$ cat config.mk
export PLATFORM = sky130hd
export DESIGN_NAME = hazard_scoreboard
export DESIGN_NICKNAME = d
export VERILOG_FILES = /design/src/rtl/hazard_scoreboard.sv
export SDC_FILE = /design/constraint.sdc
export NUM_CORES = 1
export LEC_CHECK = 0
export BUFFER_PORTS_ARGS = -buffer_cell sky130_fd_sc_hd__buf_2
export CORE_MARGIN = 2
export CORE_UTILIZATION = 58
export CTS_BUF_LIST = sky130_fd_sc_hd__clkbuf_4
export DETAILED_ROUTE_END_ITERATION = 16
export MAX_ROUTING_LAYER = met4
export PLACE_DENSITY = 0.87
export SLEW_MARGIN = 10
export SYNTH_ARGS = -nofsm -noshare
export SYNTH_HDL_FRONTEND = slang
export SYNTH_SLANG_ARGS = --single-unit
$ cat constraint.sdc
create_clock -name clk -period 2.8 [get_ports clk]
set_input_delay 0.56 -clock clk [delete_from_list [all_inputs] [get_ports clk]]
set_output_delay 0.56 -clock clk [all_outputs]
set_load 0.05 [all_outputs]
$ cat src/rtl/hazard_scoreboard.sv
// Hazard/forwarding controller with a private E/M/W destination scoreboard and a multi-cycle MDU stall.
// Optional macro HAZARD_STALL_CNT_EN adds a saturating StallCount output.
module hazard_scoreboard #(
    parameter int REG_AW     = 5,
    parameter int MDU_CYCLES = 4
) (
    input  logic              clk,
    input  logic              reset,
    input  logic [REG_AW-1:0] RsD,
    input  logic [REG_AW-1:0] RtD,
    input  logic              UseRsD,
    input  logic              UseRtD,
    input  logic [REG_AW-1:0] WriteRegD,
    input  logic              RegWriteD,
    input  logic              MemtoRegD,
    input  logic              MduD,
    input  logic              BranchD,
    input  logic              BranchTakenD,
    input  logic              JumpD,
    output logic              StallF,
    output logic              StallD,
    output logic              StallE,
    output logic              FlushD,
    output logic              FlushE,
    output logic              FlushM,
    output logic              ForwardAD,
    output logic              ForwardBD,
    output logic [1:0]        ForwardAE,
`ifdef HAZARD_STALL_CNT_EN
    output logic [15:0]       StallCount,
`endif
    output logic [1:0]        ForwardBE
);

    localparam logic [3:0] MDU_LOAD = 4'(MDU_CYCLES - 1);

    typedef struct packed {
        logic              valid;
        logic [REG_AW-1:0] rs;
        logic [REG_AW-1:0] rt;
        logic              use_rs;
        logic              use_rt;
        logic [REG_AW-1:0] dest;
        logic              regwrite;
        logic              memtoreg;
        logic              mdu;
    } e_ent_t;

    typedef struct packed {
        logic              valid;
        logic [REG_AW-1:0] dest;
        logic              regwrite;
        logic              memtoreg;
    } m_ent_t;

    // W only feeds the ResultW forward, which is already load-muxed, so no memtoreg bit.
    typedef struct packed {
        logic              valid;
        logic [REG_AW-1:0] dest;
        logic              regwrite;
    } w_ent_t;

    e_ent_t     e_q, e_d;
    m_ent_t     m_q, m_d;
    w_ent_t     w_q, w_d;
    logic [3:0] mdu_cnt_q, mdu_cnt_d;

    logic lwstall, branchstall, mdustall, stall_d;
    logic e_rs_hit, e_rt_hit, m_rs_hit, m_rt_hit;

    function automatic logic wr_match(input logic v, input logic rw,
                                      input logic [REG_AW-1:0] dest,
                                      input logic [REG_AW-1:0] src);
        return v & rw & (dest != '0) & (dest == src);
    endfunction

    always_comb begin
        e_rs_hit    = wr_match(e_q.valid, e_q.regwrite, e_q.dest, RsD);
        e_rt_hit    = wr_match(e_q.valid, e_q.regwrite, e_q.dest, RtD);
        m_rs_hit    = wr_match(m_q.valid, m_q.regwrite, m_q.dest, RsD);
        m_rt_hit    = wr_match(m_q.valid, m_q.regwrite, m_q.dest, RtD);
        lwstall     = e_q.memtoreg & ((UseRsD & e_rs_hit) | (UseRtD & e_rt_hit));
        branchstall = BranchD & (e_rs_hit | e_rt_hit | (m_q.memtoreg & (m_rs_hit | m_rt_hit)));
        // The counter is only ever non-zero while the MDU op sits frozen in E.
        mdustall    = (mdu_cnt_q != 4'd0) & e_q.mdu;
        stall_d     = lwstall | branchstall | mdustall;
    end

    assign StallF    = stall_d;
    assign StallD    = stall_d;
    assign StallE    = mdustall;
    assign FlushM    = mdustall;
    assign FlushE    = (lwstall | branchstall) & ~mdustall;
    assign FlushD    = (JumpD | (BranchD & BranchTakenD)) & ~stall_d;
    assign ForwardAD = BranchD & m_rs_hit & ~m_q.memtoreg;
    assign ForwardBD = BranchD & m_rt_hit & ~m_q.memtoreg;

    always_comb begin
        ForwardAE = 2'b00;
        ForwardBE = 2'b00;
        if (e_q.use_rs & wr_match(m_q.valid, m_q.regwrite, m_q.dest, e_q.rs))
            ForwardAE = 2'b10;
        else if (e_q.use_rs & wr_match(w_q.valid, w_q.regwrite, w_q.dest, e_q.rs))
            ForwardAE = 2'b01;
        if (e_q.use_rt & wr_match(m_q.valid, m_q.regwrite, m_q.dest, e_q.rt))
            ForwardBE = 2'b10;
        else if (e_q.use_rt & wr_match(w_q.valid, w_q.regwrite, w_q.dest, e_q.rt))
            ForwardBE = 2'b01;
    end

    always_comb begin
        w_d = '{valid: m_q.valid, dest: m_q.dest, regwrite: m_q.regwrite};
        m_d = '{valid: e_q.valid, dest: e_q.dest, regwrite: e_q.regwrite, memtoreg: e_q.memtoreg};
        if (FlushM)
            m_d = '0;
        e_d = '{valid: 1'b1, rs: RsD, rt: RtD, use_rs: UseRsD, use_rt: UseRtD,
                dest: WriteRegD, regwrite: RegWriteD, memtoreg: MemtoRegD, mdu: MduD};
        if (StallE)
            e_d = e_q;
        else if (FlushE)
            e_d = '0;
        mdu_cnt_d = mdu_cnt_q;
        if (!StallE && !FlushE && MduD)
            mdu_cnt_d = MDU_LOAD;
        else if (mdu_cnt_q != 4'd0)
            mdu_cnt_d = mdu_cnt_q - 4'd1;
    end

    always_ff @(posedge clk or posedge reset) begin
        if (reset) begin
            e_q       <= '0;
            m_q       <= '0;
            w_q       <= '0;
            mdu_cnt_q <= 4'd0;
        end else begin
            e_q       <= e_d;
            m_q       <= m_d;
            w_q       <= w_d;
            mdu_cnt_q <= mdu_cnt_d;
        end
    end

`ifdef HAZARD_STALL_CNT_EN
    logic [15:0] stall_cnt_q, stall_cnt_d;

    always_comb begin
        stall_cnt_d = stall_cnt_q;
        if (stall_d && stall_cnt_q != 16'hFFFF)
            stall_cnt_d = stall_cnt_q + 16'd1;
    end

    always_ff @(posedge clk or posedge reset) begin
        if (reset)
            stall_cnt_q <= 16'd0;
        else
            stall_cnt_q <= stall_cnt_d;
    end

    assign StallCount = stall_cnt_q;
`endif

endmodule

==> impl_metrics.csv <==
group,metric,value,unit
clocking,clk_latency,360,ps
layout,fin_nets,294,
timing,maxSlewViolCount,0,
setup_path,endpoint_kind,"output pin",
clocking,cts.htree.levels,2,
power,seq_power_share,0.366,
layout,fillers,279,
grt,track_usage,0.287,
timing,setup_slack,38.7,ps
routing,avgRoutedWirePerCell,17.3,um
grt,grt_pass1_vias,1850,
timing,grt_setup_unrepaired,"true",
setup_path,required,2240,ps
routing,via_per_inst,5.78,
die,io_pins,37,
power,ir_worst_vdd,1.24,mV
run_status,status,"complete, no violations",
logic_synthesis,synth-main-ff-cell,"dfrtp_1",
layout,fin_util,0.741,
setup_path,crit_path_start_kind,"register",
die,initial_core_util,0.604,
logic_synthesis,synth_edf_count,0,
power,cellLeakagePower,1.30,nW
timing,finalSetupViolCount,0,
power,p_int,0.00170,W
routing,drc,0,
grt,grt_overflow,0,
timing,skew,17.9,ps
setup_path,r2r_cells,7,
logic_synthesis,syn_inst,225,
layout,area_growth,22.8,%
power,power.clock.fraction,0.127,
clocking,cts_tree,"built",
place,place_congestion,0.893,
setup_path,worstPathMaxFanout,6,
place,dp_hpwl,3.74,mm
grt,grt_pass1_wl,8.97,mm
grt,antenna_found_initial,0,
power,switching_power,0.00134,W
logic_synthesis,ys_seq_area_frac,0.449,
power,swShare,0.441,
die,dieArea,0.00435,mm2
logic_synthesis,syn_avg_cell_area,9.90,um2
timing,fin_crit_sh,0.986,
clocking,cts_buffer_depth,2,
logic_synthesis,synth_area,0.00223,mm2
clocking,cts_root_buf,"clkbuf_4",
place,io_buffers,36,
die,die-width,66.0,um
clocking,clock_sinks,40,
power,power.total,0.00304,W
logic_synthesis,syn_nets,251,
layout,antenna_cells,0,
run,drv_cap,0,
layout,instances_no_fill,317,
setup_path,cp.arrival,2200,ps
logic_synthesis,ys_warn_count,0,
timing,slew_headroom,0.670,
power,comb_power_share,0.507,
die,rows,22,
worst_hold_path,hold_path.class,"primary input to async pin",
logic_synthesis,async_flop_share,1.00,
timing,worstMarginPinSlew,495,ps
clocking,clkTransAtPathRegs,130,ps
place,place_ws,137,ps
timing,fmax,362,MHz
routing,dr.pass1.iters,4,
timing,min_period,2760,ps
routing,wl,5.47,mm
setup_path,critical_path_class,"register to output pin",
routing,initialDrtViolationCount,106,
routing,final_antenna_net_count,0,
die,coreArea,0.00369,mm2
routing,vias,1832,
clocking,numCtsBuffers,5,
grt,grt_max_degree,41,
timing,hold_viol,0,
place,placed_cells,304,
power,p_per_area,1110,mW/mm2
layout,drive_above_1_share,0.331,
layout,regArea,0.00100,mm2
layout,multi_input_area,0.00122,mm2
logic_synthesis,ys_seq_elements,40,
die,die_h,66.0,um
logic_synthesis,ys_types,40,
==> logic make-up after synthesis <==
group | synth area share
AO/OA/AOI/OAI | 0.106
XOR/XNOR | 0.161
adder cells (fa/ha/maj) | 0.00562
buffers and inverters | 0.0595
flip-flops | 0.449
multiplexers | 0.00506
AND/OR/NAND/NOR | 0.213
==> power by group through the flow <==
| stage | combinational (W) | sequential (W) | clock, W |
|---|---|---|---|
| CTS | 0.00143 | 0.00110 | 0.000386 |
| global route | 0.00170 | 0.00114 | 0.000414 |
| floorplan | 0.00114 | 0.00102 | 0 |
| detailed placement | 0.00137 | 0.00112 | 0 |
| finish | 0.00154 | 0.00111 | 0.000385 |
| global placement | 0.00132 | 0.00110 | 0 |
==> cells in the mapped netlist, types with 4 or more instances <==
library cell,instances,area [um2]
dfrtp_1,40,1000
nand2_1,22,82.6
xnor2_1,21,184
xor2_1,20,175
nand4_1,19,119
o21ai_1,19,95.1
nand3_1,11,55.1
nor2b_1,9,56.3
buf_2,7,35.0
nor3_1,6,30.0
clkbuf_1,5,18.8
inv_1,5,18.8
nor4_1,4,25.0
==> metrics by stage <==
step	setup TNS (ps)	cell area (um2)	hold WS, ps
CTS	-23.9	2650	310
detailed placement	0	2500	412
finish	0	2730	300
floorplan	-316	2260	349
global route	-98.0	2730	350
global placement	0	2500	402
==> repair_timing <==
action | CTS | global route
pin swaps | 2 | 5
gates resized for setup | 10 | 17
hold buffers | 0 | 0
setup endpoints to repair | 4 | 4
hold endpoints to repair | 0 | 0
setup buffers | 2 | 3
==> final cells by class <==
type,count,share of cell area
inverter,5,0.00686
multi-input combinational,161,0.448
tap,48,0.0220
clock buffer,5,0.0137
sequential,40,0.367
clock inverter,3,0.0156
timing repair buffer,55,0.127
==> path summary, 6_finish.rpt <==
check | from | to | slack [ps]
setup reg to reg | e_q[7] | e_q[7] | 790
hold reg to reg | m_q[1] | w_q[0] | 450
setup / recovery | e_q[7] | StallD | 40
hold / removal | reset | e_q[7] | 300
min in group clk | WriteRegD[3] | e_q[6] | 430
max in group asynchronous | reset | m_q[3] | 2140
==> metal layers <==
metal  global-route usage  share of wire
met1                0.324           0.39
met2                0.515           0.55
met4               0.0944          0.019
met3               0.0494          0.046
met5                    -              0
==> layout by cell type (no fill, tap or decap), types with 2 or more instances in the layout <==
cell type,count
and4_2,2
and4b_2,2
buf_2,31
buf_4,19
buf_6,3
clkbuf_4,7
dfrtp_1,38
dfrtp_2,2
inv_1,5
nand2_1,22
nand3_1,10
nand3_4,2
nand4_1,19
nor2b_1,8
nor3_2,2
nor3_4,3
nor4_1,4
o21ai_0,2
o21ai_1,19
o311a_4,2
o31a_1,2
o31ai_1,2
or3_4,2
xnor2_1,21
xor2_1,20
==> sequential cells by signal, indices dropped and copies added (netlist names) <==
signal	count
mdu_cnt_q	4
w_q	7
m_q	8
e_q	21
==> worst max-delay path: stages, from the launching register on <==
cell and delay [ps]:
dfrtp_1 420, or3_4 390, o311a_4 350, nand3_4 150, nand3_4 110, or2_4 260
buf_6 150
Power figures use the tool's default switching activity.
